[src/rtl/core_types_pkg.sv]
// Shared frontend types and sizing constants.
//   RAS_ENTRIES       return address stack depth (power of 2)
//   RAS_INDEX_WIDTH   width of the RAS top pointer
//   RAS_TARGET_WIDTH  width of a stored return target, PC[31:1]
//   ras_checkpoint_t  {index, count} snapshot taken by fetch and restored on mispredict
//   ras_action_e      fetch-side action decoded from link/ret
package core_types_pkg;

  localparam int unsigned RAS_ENTRIES      = 8;
  localparam int unsigned RAS_INDEX_WIDTH  = $clog2(RAS_ENTRIES);
  localparam int unsigned RAS_TARGET_WIDTH = 31;

  typedef struct packed {
    logic [RAS_INDEX_WIDTH-1:0] index;
    logic [RAS_INDEX_WIDTH:0]   count;
  } ras_checkpoint_t;

  typedef enum logic [1:0] {
    RAS_HOLD    = 2'b00,
    RAS_PUSH    = 2'b01,
    RAS_POP     = 2'b10,
    RAS_REPLACE = 2'b11
  } ras_action_e;

endpackage

[src/rtl/ras_stack.sv]
// Circular return address stack for the fetch predictor path.
// Ports:
//   CLK, rst                 clock, synchronous active-high reset
//   link_valid/link_target   push a return address (predicted call)
//   ret_valid                pop (predicted return)
//   ret_target               top entry, combinational; stale when ras_empty
//   ras_empty                no valid entries
//   ras_index, ras_count     top pointer and occupancy for checkpointing
//   restore_*                mispredict restore of {index, count}, with optional
//                            push when the mispredicted instruction is a call
// Stack contents are never restored; only pointer and count are.
module ras_stack #(
  parameter int unsigned RAS_ENTRIES      = core_types_pkg::RAS_ENTRIES,
  parameter int unsigned RAS_INDEX_WIDTH  = $clog2(RAS_ENTRIES),
  parameter int unsigned RAS_TARGET_WIDTH = core_types_pkg::RAS_TARGET_WIDTH
) (
  input  logic                        CLK,
  input  logic                        rst,
  input  logic                        link_valid,
  input  logic [RAS_TARGET_WIDTH-1:0] link_target,
  input  logic                        ret_valid,
  output logic [RAS_TARGET_WIDTH-1:0] ret_target,
  output logic                        ras_empty,
  output logic [RAS_INDEX_WIDTH-1:0]  ras_index,
  output logic [RAS_INDEX_WIDTH:0]    ras_count,
  input  logic                        restore_valid,
  input  logic [RAS_INDEX_WIDTH-1:0]  restore_index,
  input  logic [RAS_INDEX_WIDTH:0]    restore_count,
  input  logic                        restore_link_valid,
  input  logic [RAS_TARGET_WIDTH-1:0] restore_link_target
);
  import core_types_pkg::*;

  localparam logic [RAS_INDEX_WIDTH:0]   FULL = (RAS_INDEX_WIDTH+1)'(RAS_ENTRIES);
  localparam logic [RAS_INDEX_WIDTH-1:0] ONE  = RAS_INDEX_WIDTH'(1);

  logic [RAS_TARGET_WIDTH-1:0] stack [RAS_ENTRIES];
  logic [RAS_INDEX_WIDTH-1:0]  top, top_nxt, wr_idx;
  logic [RAS_INDEX_WIDTH:0]    count, count_nxt;
  logic                        wr_en;
  logic [RAS_TARGET_WIDTH-1:0] wr_data;
  ras_action_e                 action;

  assign action = ras_action_e'({ret_valid, link_valid});

  always_comb begin
    top_nxt   = top;
    count_nxt = count;
    wr_en     = 1'b0;
    wr_idx    = top;
    wr_data   = link_target;
    if (restore_valid) begin
      // Restore wins over fetch; fetch link/ret are dropped this cycle.
      if (restore_link_valid) begin
        top_nxt   = restore_index + ONE;
        wr_en     = 1'b1;
        wr_idx    = restore_index + ONE;
        wr_data   = restore_link_target;
        count_nxt = (restore_count >= FULL) ? FULL : restore_count + 1'b1;
      end else begin
        top_nxt   = restore_index;
        count_nxt = restore_count;
      end
    end else begin
      unique case (action)
        RAS_PUSH: begin
          // Full stack: the oldest entry is overwritten, count stays saturated.
          top_nxt   = top + ONE;
          wr_en     = 1'b1;
          wr_idx    = top + ONE;
          count_nxt = (count >= FULL) ? FULL : count + 1'b1;
        end
        RAS_POP: begin
          // Pointer moves even when empty; count floors at zero.
          top_nxt   = top - ONE;
          count_nxt = (count == '0) ? '0 : count - 1'b1;
        end
        RAS_REPLACE: begin
          wr_en = 1'b1;
        end
        default: ;
      endcase
    end
  end

  always_ff @(posedge CLK) begin
    if (rst) begin
      for (int unsigned i = 0; i < RAS_ENTRIES; i++) stack[i] <= '0;
      top   <= '0;
      count <= '0;
    end else begin
      top   <= top_nxt;
      count <= count_nxt;
      if (wr_en) stack[wr_idx] <= wr_data;
    end
  end

  assign ret_target = stack[top];
  assign ras_empty  = (count == '0);
  assign ras_index  = top;
  assign ras_count  = count;

endmodule
[config.mk]
export PLATFORM = sky130hd
export DESIGN_NAME = ras_stack
export DESIGN_NICKNAME = d
export VERILOG_FILES = /design/src/rtl/core_types_pkg.sv /design/src/rtl/ras_stack.sv
export SDC_FILE = /design/constraint.sdc
export NUM_CORES = 1
export LEC_CHECK = 0
export ABC_AREA = 1
export CORE_MARGIN = 3
export CORE_UTILIZATION = 45
export CTS_CLUSTER_DIAMETER = 150
export DETAILED_ROUTE_END_ITERATION = 10
export DONT_BUFFER_PORTS = 1
export HOLD_SLACK_MARGIN = 0.02
export PLACE_DENSITY = 0.58
export SYNTH_ARGS = -nofsm -noshare
export SYNTH_HDL_FRONTEND = slang
export SYNTH_SLANG_ARGS = --single-unit
[constraint.sdc]
create_clock -name CLK -period 7.25 [get_ports CLK]
set_clock_uncertainty 0.1 [all_clocks]
set_input_delay 1.45 -clock CLK [delete_from_list [all_inputs] [get_ports CLK]]
set_output_delay 1.45 -clock CLK [all_outputs]
set_load 0.01 [all_outputs]
==> impl_metrics.json, run 1 <==
{
  "cts-hold-fix-buffers": 0,
  "seq_area_frac_synth_pct": 61.0,
  "antenna_found_initial": 0,
  "port_buffers": 0,
  "initial_utilization_pct": 46.1,
  "clk_latency_ps": 530,
  "fin_crit_sh_pct": 65.0,
  "pre_cts_ws_ps": 2250,
  "cts_tree": "done",
  "critPathArrivalTime_ps": 3160,
  "worstRegToRegCells": 9,
  "leakage_nw": 4.98,
  "coreArea_um2": 27200,
  "ioPinCount": 114,
  "wl_met3_mm": 2.18,
  "area_delta_synth_final_pct": 7.80,
  "status": "completed",
  "path_clk_slew_ps": 60,
  "h-tree-depth": 1,
  "worstPathRequired_ps": 5700,
  "min_from": "ras_index[2]$_SDFFE_PP0N_",
  "gp_routability_congestion": 0.801,
  "dpl.hpwl_mm": 18.5,
  "grt_max_degree": 97,
  "maxSlewViolCount": 0,
  "synth_warnings": 0,
  "drtIter0Drc": 755,
  "syn_inst": 1266,
  "wl_met1_mm": 13.9,
  "die_y_um": 173,
  "hold_viol_final": 0,
  "rrSetupSlack_ps": 3580,
  "drc": 0,
  "first_global_vias": 8966,
  "grt-ovfl-total": 0,
  "cts_buffer_depth": 3,
  "final_nets": 1294,
  "reg2reg_to": "stack[1][27]$_SDFFCE_PN0P_",
  "ys_ff_latch": 258,
  "root_buffer": "clkbuf_16",
  "wl_per_cell_um": 20.2,
  "hold_path_class": "reg -> reg",
  "drive_gt1_share_pct": 6.74,
  "total_power_mw": 3.65,
  "firstDrtPassIters": 5,
  "numClockSinks": 258,
  "grt_pass1_wl_mm": 51.4,
  "p_per_area_nw_per_um2": 270,
  "rows": 60,
  "ctsResizeCount": 0,
  "drt_wl_total_mm": 32.3,
  "period_minus_slack_ps": 4710,
  "setup.worst_path.start_class": "flip-flop",
  "via_per_inst": 5.66,
  "wl_met2_mm": 15.6,
  "max_cap_viol_count": 0,
  "grtUsageTotal_pct": 21.4,
  "postCtsSetupBuffers": 0,
  "setup_viol": 0,
  "synth_area_um2": 12500,
  "critPathMaxFanout": 64,
  "peakVddDrop_mv": 0.174,
  "criticalPathCategory": "reg -> out",
  "synth_nets": 1348,
  "worstMarginPinSlew_ps": 1290,
  "die_x_um": 173,
  "n_antenna_cell": 0,
  "topRoutingLayerUsed": "met4",
  "worstReg2RegStart": "ras_index[0]$_SDFFE_PP0N_",
  "fin_area_um2": 13500,
  "holdPathStages": 2,
  "max_freq_mhz": 212,
  "ys_types": 29,
  "holdWs_ps": 534,
  "place_area_um2": 12600,
  "layout_setup_ws_ps": 2540,
  "vias": 9072,
  "syn_area_per_cell_um2": 9.90,
  "ant_nets": 0,
  "setup-tns-final_ps": 0,
  "rsz0062_at_grt": "false",
  "die-area_um2": 29900,
  "worst_setup_path_end_kind": "primary output",
  "cts_buffers": 28,
  "max_slew_margin_pct": 13.7,
  "min_to": "ras_index[2]$_SDFFE_PP0N_"
}
where the power goes:
| part | internal, mW | total, mW | switching, mW | leakage (nW) |
|---|---|---|---|---|
| clock network | 0.829 | 1.40 | 0.570 | 0.445 |
| registers | 1.71 | 1.75 | 0.0368 | 2.66 |
| logic | 0.116 | 0.502 | 0.386 | 1.88 |
| total | 2.66 | 3.65 | 0.992 | 4.98 |
critical path: stages, from the launching register on:
cell and delay (ps):
dfxtp_4 560, clkinv_2 750, buf_4 620, o21ai_0 310, o21ai_0 140, nand2_1 90, nand2_1 110
layout make-up:
cell class | count | area (um2)
tap | 372 | 465
clock inverter | 17 | 156
multi-input combinational | 882 | 4280
fill | 2559 | 13700
sequential | 258 | 7650
clock buffer | 32 | 737
inverter | 26 | 98.8
timing repair buffer | 16 | 120
how the worst max path moves through the flow:
stage / from / end / depth (start not counted) / slack (ps)
finish: flip-flop / ret_target[17] / 6 / 2540
global route: flip-flop / ret_target[17] / 6 / 2250
CTS: flip-flop / ret_target[17] / 6 / 2470
detailed placement: restore_valid / stack[6][13]$_SDFFCE_PN0P_ / 7 / 2250
global placement: restore_valid / stack[6][11]$_SDFFCE_PN0P_ / 7 / 2320
floorplan: restore_index[0] / stack[5][0]$_SDFFCE_PN0P_ / 8 / 2210
cell families after synthesis:
logic type               synth area share, %
AO/OA/AOI/OAI                           8.96
XOR/XNOR                               0.210
adder cells (fa/ha/maj)                0.699
buffers and inverters                   5.49
flip-flops                              61.0
multiplexers                            2.48
AND/OR/NAND/NOR                         21.2
placed cells by master (no fill, tap or decap), drive strengths merged:
| cell type | instances |
|---|---|
| a21oi | 13 |
| a31oi | 1 |
| buf | 16 |
| bufinv | 3 |
| clkbuf | 32 |
| clkinv | 14 |
| dfxtp | 10 |
| edfxtp | 248 |
| ha | 7 |
| inv | 26 |
| mux2i | 31 |
| nand2 | 146 |
| nand3 | 18 |
| nand4 | 2 |
| nor2 | 265 |
| nor3 | 186 |
| o211ai | 1 |
| o21ai | 208 |
| or2 | 1 |
| xnor2 | 2 |
| xor2 | 1 |
through the flow:
step | utilization, % | instances
2_1_floorplan | - | 1266
3_3_place_gp | 46.4 | 1554
3_5_place_dp | 46.4 | 1554
4_1_cts | 49.7 | 1603
5_1_grt | 49.7 | 1603
6_report | 49.7 | 1603
Yosys cell counts:
cell type	n	area [um2]
nor2_1	264	991
edfxtp_1	248	7450
o21ai_0	196	981
nor3_1	186	931
nand2_1	137	514
buf_2	43	215
mux2i_1	31	310
clkbuf_1	24	90.1
inv_1	24	90.1
buf_6	18	203
nand3_1	16	80.1
a21oi_1	12	60.1
o21ai_1	12	60.1
dfxtp_1	10	200
buf_1	8	30.0
buf_4	7	52.6
ha_1	7	87.6
nand2_2	6	37.5
nand2_4	3	33.8
inv_2	2	7.51
nand3_4	2	35.0
nand4_1	2	12.5
xnor2_1	2	17.5
a21oi_2	1	8.76
a31oi_1	1	6.26
nor2_4	1	11.3
o211ai_1	1	7.51
or2_2	1	6.26
xor2_1	1	8.76
flip-flops by register name, indices dropped and copies added (netlist names), named ones only:
| name | count |
|---|---|
| stack | 248 |
| ras_count | 4 |
| ras_index | 3 |
per-layer routing:
metal	vias up	GRT usage [%]
li1	4330	-
met1	4393	29.0
met2	301	35.5
met3	48	4.19
met4	0	5.51
met5	-	0
(Power assumes the default switching activity.)
==> run 2: changes to the inputs <==
==> constraint.sdc (replaced) <==
create_clock -name CLK -period 4.49 [get_ports CLK]
set_clock_uncertainty 0.1 [all_clocks]
set_input_delay 0.898 -clock CLK [delete_from_list [all_inputs] [get_ports CLK]]
set_output_delay 0.898 -clock CLK [all_outputs]
set_load 0.01 [all_outputs]
==> impl_metrics.json, run 2 (synthesized netlist as in run 1, its figures left out) <==
{
  "worstMarginPinSlew_ps": 1100,
  "criticalPathCategory": "reg -> out",
  "path_clk_slew_ps": 60,
  "cts_buffers": 28,
  "grt-ovfl-total": 0,
  "leakage_nw": 5.02,
  "peakVddDrop_mv": 0.309,
  "ctsResizeCount": 0,
  "drc": 0,
  "setup_viol": 0,
  "worst_setup_path_end_kind": "primary output",
  "die_x_um": 173,
  "grtUsageTotal_pct": 21.3,
  "die_y_um": 173,
  "gp_routability_congestion": 0.845,
  "max_slew_margin_pct": 24.3,
  "port_buffers": 0,
  "area_delta_synth_final_pct": 8.45,
  "worstPathRequired_ps": 3490,
  "coreArea_um2": 27200,
  "top_register": "stack",
  "maxSlewViolCount": 0,
  "cpPeakStageDelay_ps": 700,
  "hold_path_class": "in -> reg",
  "setup.worst_path.start_class": "flip-flop",
  "first_global_vias": 8927,
  "cpMaxStageDelayCell": "dfxtp_4",
  "drt_wl_total_mm": 32.7,
  "ant_nets": 0,
  "rsz0062_at_grt": "false",
  "path_cells": "clkinv_2 > buf_4 > o21ai_0 > o21ai_0 > nand2_1 > nand2_1",
  "period_minus_slack_ps": 3670,
  "dpl.hpwl_mm": 19.1,
  "final_nets": 1305,
  "ioPinCount": 114,
  "die-area_um2": 29900,
  "clk_latency_ps": 540,
  "initial_utilization_pct": 46.1,
  "firstDrtPassIters": 5,
  "numClockSinks": 258,
  "wl_per_cell_um": 20.3,
  "status": "completed",
  "largest_reg_flops": 248,
  "n_antenna_cell": 0,
  "h-tree-depth": 1,
  "worstRegToRegCells": 8,
  "root_buffer": "clkbuf_16",
  "max_cap_viol_count": 0,
  "vias": 9107,
  "rows": 60,
  "via_per_inst": 5.65,
  "total_power_mw": 5.84,
  "hold_viol_final": 0,
  "layout_commonest_cell": "nor2_1",
  "holdPathStages": 1,
  "setup-tns-final_ps": 0,
  "cts_buffer_depth": 3,
  "grt_pass1_wl_mm": 51.0,
  "antenna_found_initial": 0,
  "critPathArrivalTime_ps": 2670,
  "postCtsSetupBuffers": 0,
  "drive_gt1_share_pct": 7.25,
  "cts-hold-fix-buffers": 0,
  "cts_tree": "done",
  "drtIter0Drc": 688,
  "fin_crit_sh_pct": 81.7,
  "final_cell_mix": "nor2_1 (264), edfxtp_1 (248), o21ai_0 (190), nor3_1 (186), nand2_1 (136)",
  "rrSetupSlack_ps": 1440,
  "grt_max_degree": 83,
  "critPathMaxFanout": 51,
  "layout_setup_ws_ps": 820,
  "max_freq_mhz": 272,
  "p_per_area_nw_per_um2": 429,
  "pre_cts_ws_ps": 989
}
-- run 2: final cells by class --
cell class,count,area [um2]
clock buffers,34,744
clock inverters,14,111
fillers,2579,13600
inverters,26,98.8
multi-input cells,882,4280
flip-flops and latches,258,7650
well taps,372,465
repair buffers,27,240
-- run 2: path summary, 6_finish.rpt --
check | startpoint | to
min reg2reg | ras_count[2]$_SDFFE_PP0N_ | ras_count[3]$_SDFFE_PP0N_
max reg2reg | ras_index[0]$_SDFFE_PP0N_ | stack[7][18]$_SDFFCE_PN0P_
max | flip-flop | ret_target[5]
min | rst | flip-flop
-- run 2: where the power goes --
group | switching, mW | internal, mW | leakage (nW)
logic | 0.611 | 0.201 | 1.94
registers | 0.0797 | 2.77 | 2.66
clock network | 0.904 | 1.28 | 0.422
total | 1.60 | 4.24 | 5.02
-- run 2: critical path, delay by kind of cell (launching register included) --
family | cells | cell delay [ps]
buffers and inverters | 2 | 820
DFF | 1 | 700
AOI/OAI and AO/OA | 2 | 330
and+or+nand+nor | 2 | 240
-- run 2: metal layers --
| layer | wire (um) | GRT usage (%) | vias up | share of wire, % |
|---|---|---|---|---|
| met1 | 14400 | 29.3 | 4437 | 44 |
| met5 | 0 | 0 | - | 0 |
| met2 | 15700 | 35.8 | 268 | 48 |
| met3 | 2050 | 3.45 | 41 | 6.3 |
| met4 | 530 | 4.63 | 0 | 1.6 |
| li1 | - | - | 4361 | - |
-- run 2: stage by stage --
stage | instance area, um2 | utilization [%] | hold slack, ps | std cells
2_1_floorplan | 12500 | - | 459 | 1266
3_3_place_gp | 12700 | 46.9 | 538 | 1565
3_5_place_dp | 12700 | 46.9 | 552 | 1565
4_1_cts | 13600 | 50.0 | 323 | 1613
5_1_grt | 13600 | 50.0 | 338 | 1613
6_report | 13600 | 50.0 | 339 | 1613
==> run 3: changes to the inputs <==
==> constraint.sdc (replaced) <==
create_clock -name CLK -period 3.5 [get_ports CLK]
set_clock_uncertainty 0.1 [all_clocks]
set_input_delay 0.7 -clock CLK [delete_from_list [all_inputs] [get_ports CLK]]
set_output_delay 0.7 -clock CLK [all_outputs]
set_load 0.01 [all_outputs]
==> impl_metrics.json, run 3 (synthesized netlist as in run 1, its figures left out) <==
{
  "layout_commonest_cell": "nor2_1",
  "critPathArrivalTime_ps": 2120,
  "worstRegToRegCells": 8,
  "placed_cells_incl_taps": 1586,
  "status": "completed",
  "comb_power_share_pct": 15.0,
  "wl_per_cell_um": 20.4,
  "largest_reg_flops": 248,
  "ioPinCount": 114,
  "rows": 60,
  "drc": 0,
  "antenna_found_initial": 0,
  "grt_pass1_wl_mm": 52.1,
  "path_clk_slew_ps": 60,
  "pwr-share-clk_pct": 36.9,
  "area_delta_synth_final_pct": 10.1,
  "seqPwrFrac_pct": 48.1,
  "max_slew_margin_pct": 31.0,
  "max_cap_viol_count": 0,
  "grtUsageMet2_pct": 36.8,
  "fill_cells": 2548,
  "via_per_inst": 5.63,
  "die_x_um": 173,
  "utilization_pct": 50.8,
  "grtUsageTotal_pct": 21.9,
  "worstReg2RegStart": "ras_index[0]$_SDFFE_PP0N_",
  "numClockSinks": 258,
  "hold_path_class": "in -> reg",
  "p_sw_share_pct": 27.9,
  "grt_busiest_layer": "met2",
  "n_antenna_cell": 0,
  "final_cell_mix": "nor2_1 (264), edfxtp_1 (248), o21ai_0 (190), nor3_1 (186), nand2_1 (136)",
  "drt_wl_total_mm": 33.4,
  "die_y_um": 173,
  "grt-ovfl-total": 0,
  "holdWs_ps": 138,
  "first_global_vias": 9052,
  "hold_viol_final": 0,
  "cts_buffer_depth": 3,
  "initial_utilization_pct": 46.1,
  "port_buffers": 0,
  "p_per_area_nw_per_um2": 544,
  "worst_setup_path_end_kind": "primary output",
  "rsz0062_at_grt": "false",
  "power.switching_mw": 2.10,
  "drtIter0Drc": 662,
  "final_nets": 1327,
  "setup_viol": 0,
  "vias": 9222,
  "ctsResizeCount": 0,
  "drive_gt1_share_pct": 9.01,
  "stdcell_count": 1637,
  "grtUsageMet1_pct": 29.5,
  "cts-hold-fix-buffers": 0,
  "worstMarginPinSlew_ps": 1010,
  "maxSlewViolCount": 0,
  "criticalPathCategory": "reg -> out",
  "holdPathStages": 1,
  "peakVddDrop_mv": 0.401,
  "postCtsSetupBuffers": 0,
  "gp_routability_congestion": 0.817,
  "dpl.hpwl_mm": 19.3,
  "root_buffer": "clkbuf_16",
  "ant_nets": 0,
  "setup.worst_path.start_class": "flip-flop",
  "h-tree-depth": 1,
  "critPathMaxFanout": 34,
  "min_from": "rst",
  "cts_buffers": 29,
  "leakage_nw": 5.14,
  "clk_latency_ps": 530,
  "coreArea_um2": 27200,
  "fin_crit_sh_pct": 83.5,
  "grt_max_degree": 77,
  "top_register": "stack",
  "p_int_mw": 5.41,
  "met3_usage_pct": 3.69,
  "firstDrtPassIters": 5,
  "cts_tree": "done",
  "die-area_um2": 29900,
  "max_freq_mhz": 342,
  "worstPathRequired_ps": 2700,
  "period_minus_slack_ps": 2920
}
-- run 3: worst max-delay path: stages, from the launching register on --
cell and delay [ps]:
dfxtp_4 510, buf_4 400, o21ai_0 140, o21ai_0 270, nand2_1 100, nand2_1 150
-- run 3: worst paths after layout --
check | end | slack (ps)
setup / recovery | ret_target[7] | 580
hold / removal | flip-flop | 140
setup reg to reg | stack[0][20]$_SDFFCE_PN0P_ | 950
hold reg to reg | flip-flop | 530
-- run 3: metal layers --
layer | share of wire, % | vias to the layer above
met3 | 6.5 | 68
met4 | 2.6 | 0
li1 | - | 4391
met1 | 43 | 4458
met2 | 48 | 305
met5 | 0 | -
-- run 3: final cells by class --
type	instances	area (um2)	area share [%]
clock buffer	33	741	5.37
inverter	26	98.8	0.716
timing repair buffer	48	448	3.25
clock inverter	18	109	0.789
tap	372	465	3.37
sequential	258	7650	55.5
multi-input combinational	882	4280	31.0
-- run 3: through the flow --
step | total power [mW] | setup TNS, ps | area (um2) | setup slack (ps)
after floorplan | 4.45 | -43910 | 12500 | -708
after global placement | 4.80 | 0 | 12900 | 700
after detailed placement | 4.81 | 0 | 12900 | 663
after CTS | 7.56 | 0 | 13800 | 564
after global routing | 7.82 | 0 | 13800 | 334
final | 7.51 | 0 | 13800 | 577
-- run 3: power by group through the flow --
stage | clock network [mW] | logic [mW] | registers [mW]
after global routing | 2.94 | 1.25 | 3.63
after global placement | 0 | 1.12 | 3.68
final | 2.77 | 1.12 | 3.61
after floorplan | 0 | 0.795 | 3.66
after CTS | 2.81 | 1.13 | 3.61
after detailed placement | 0 | 1.13 | 3.68
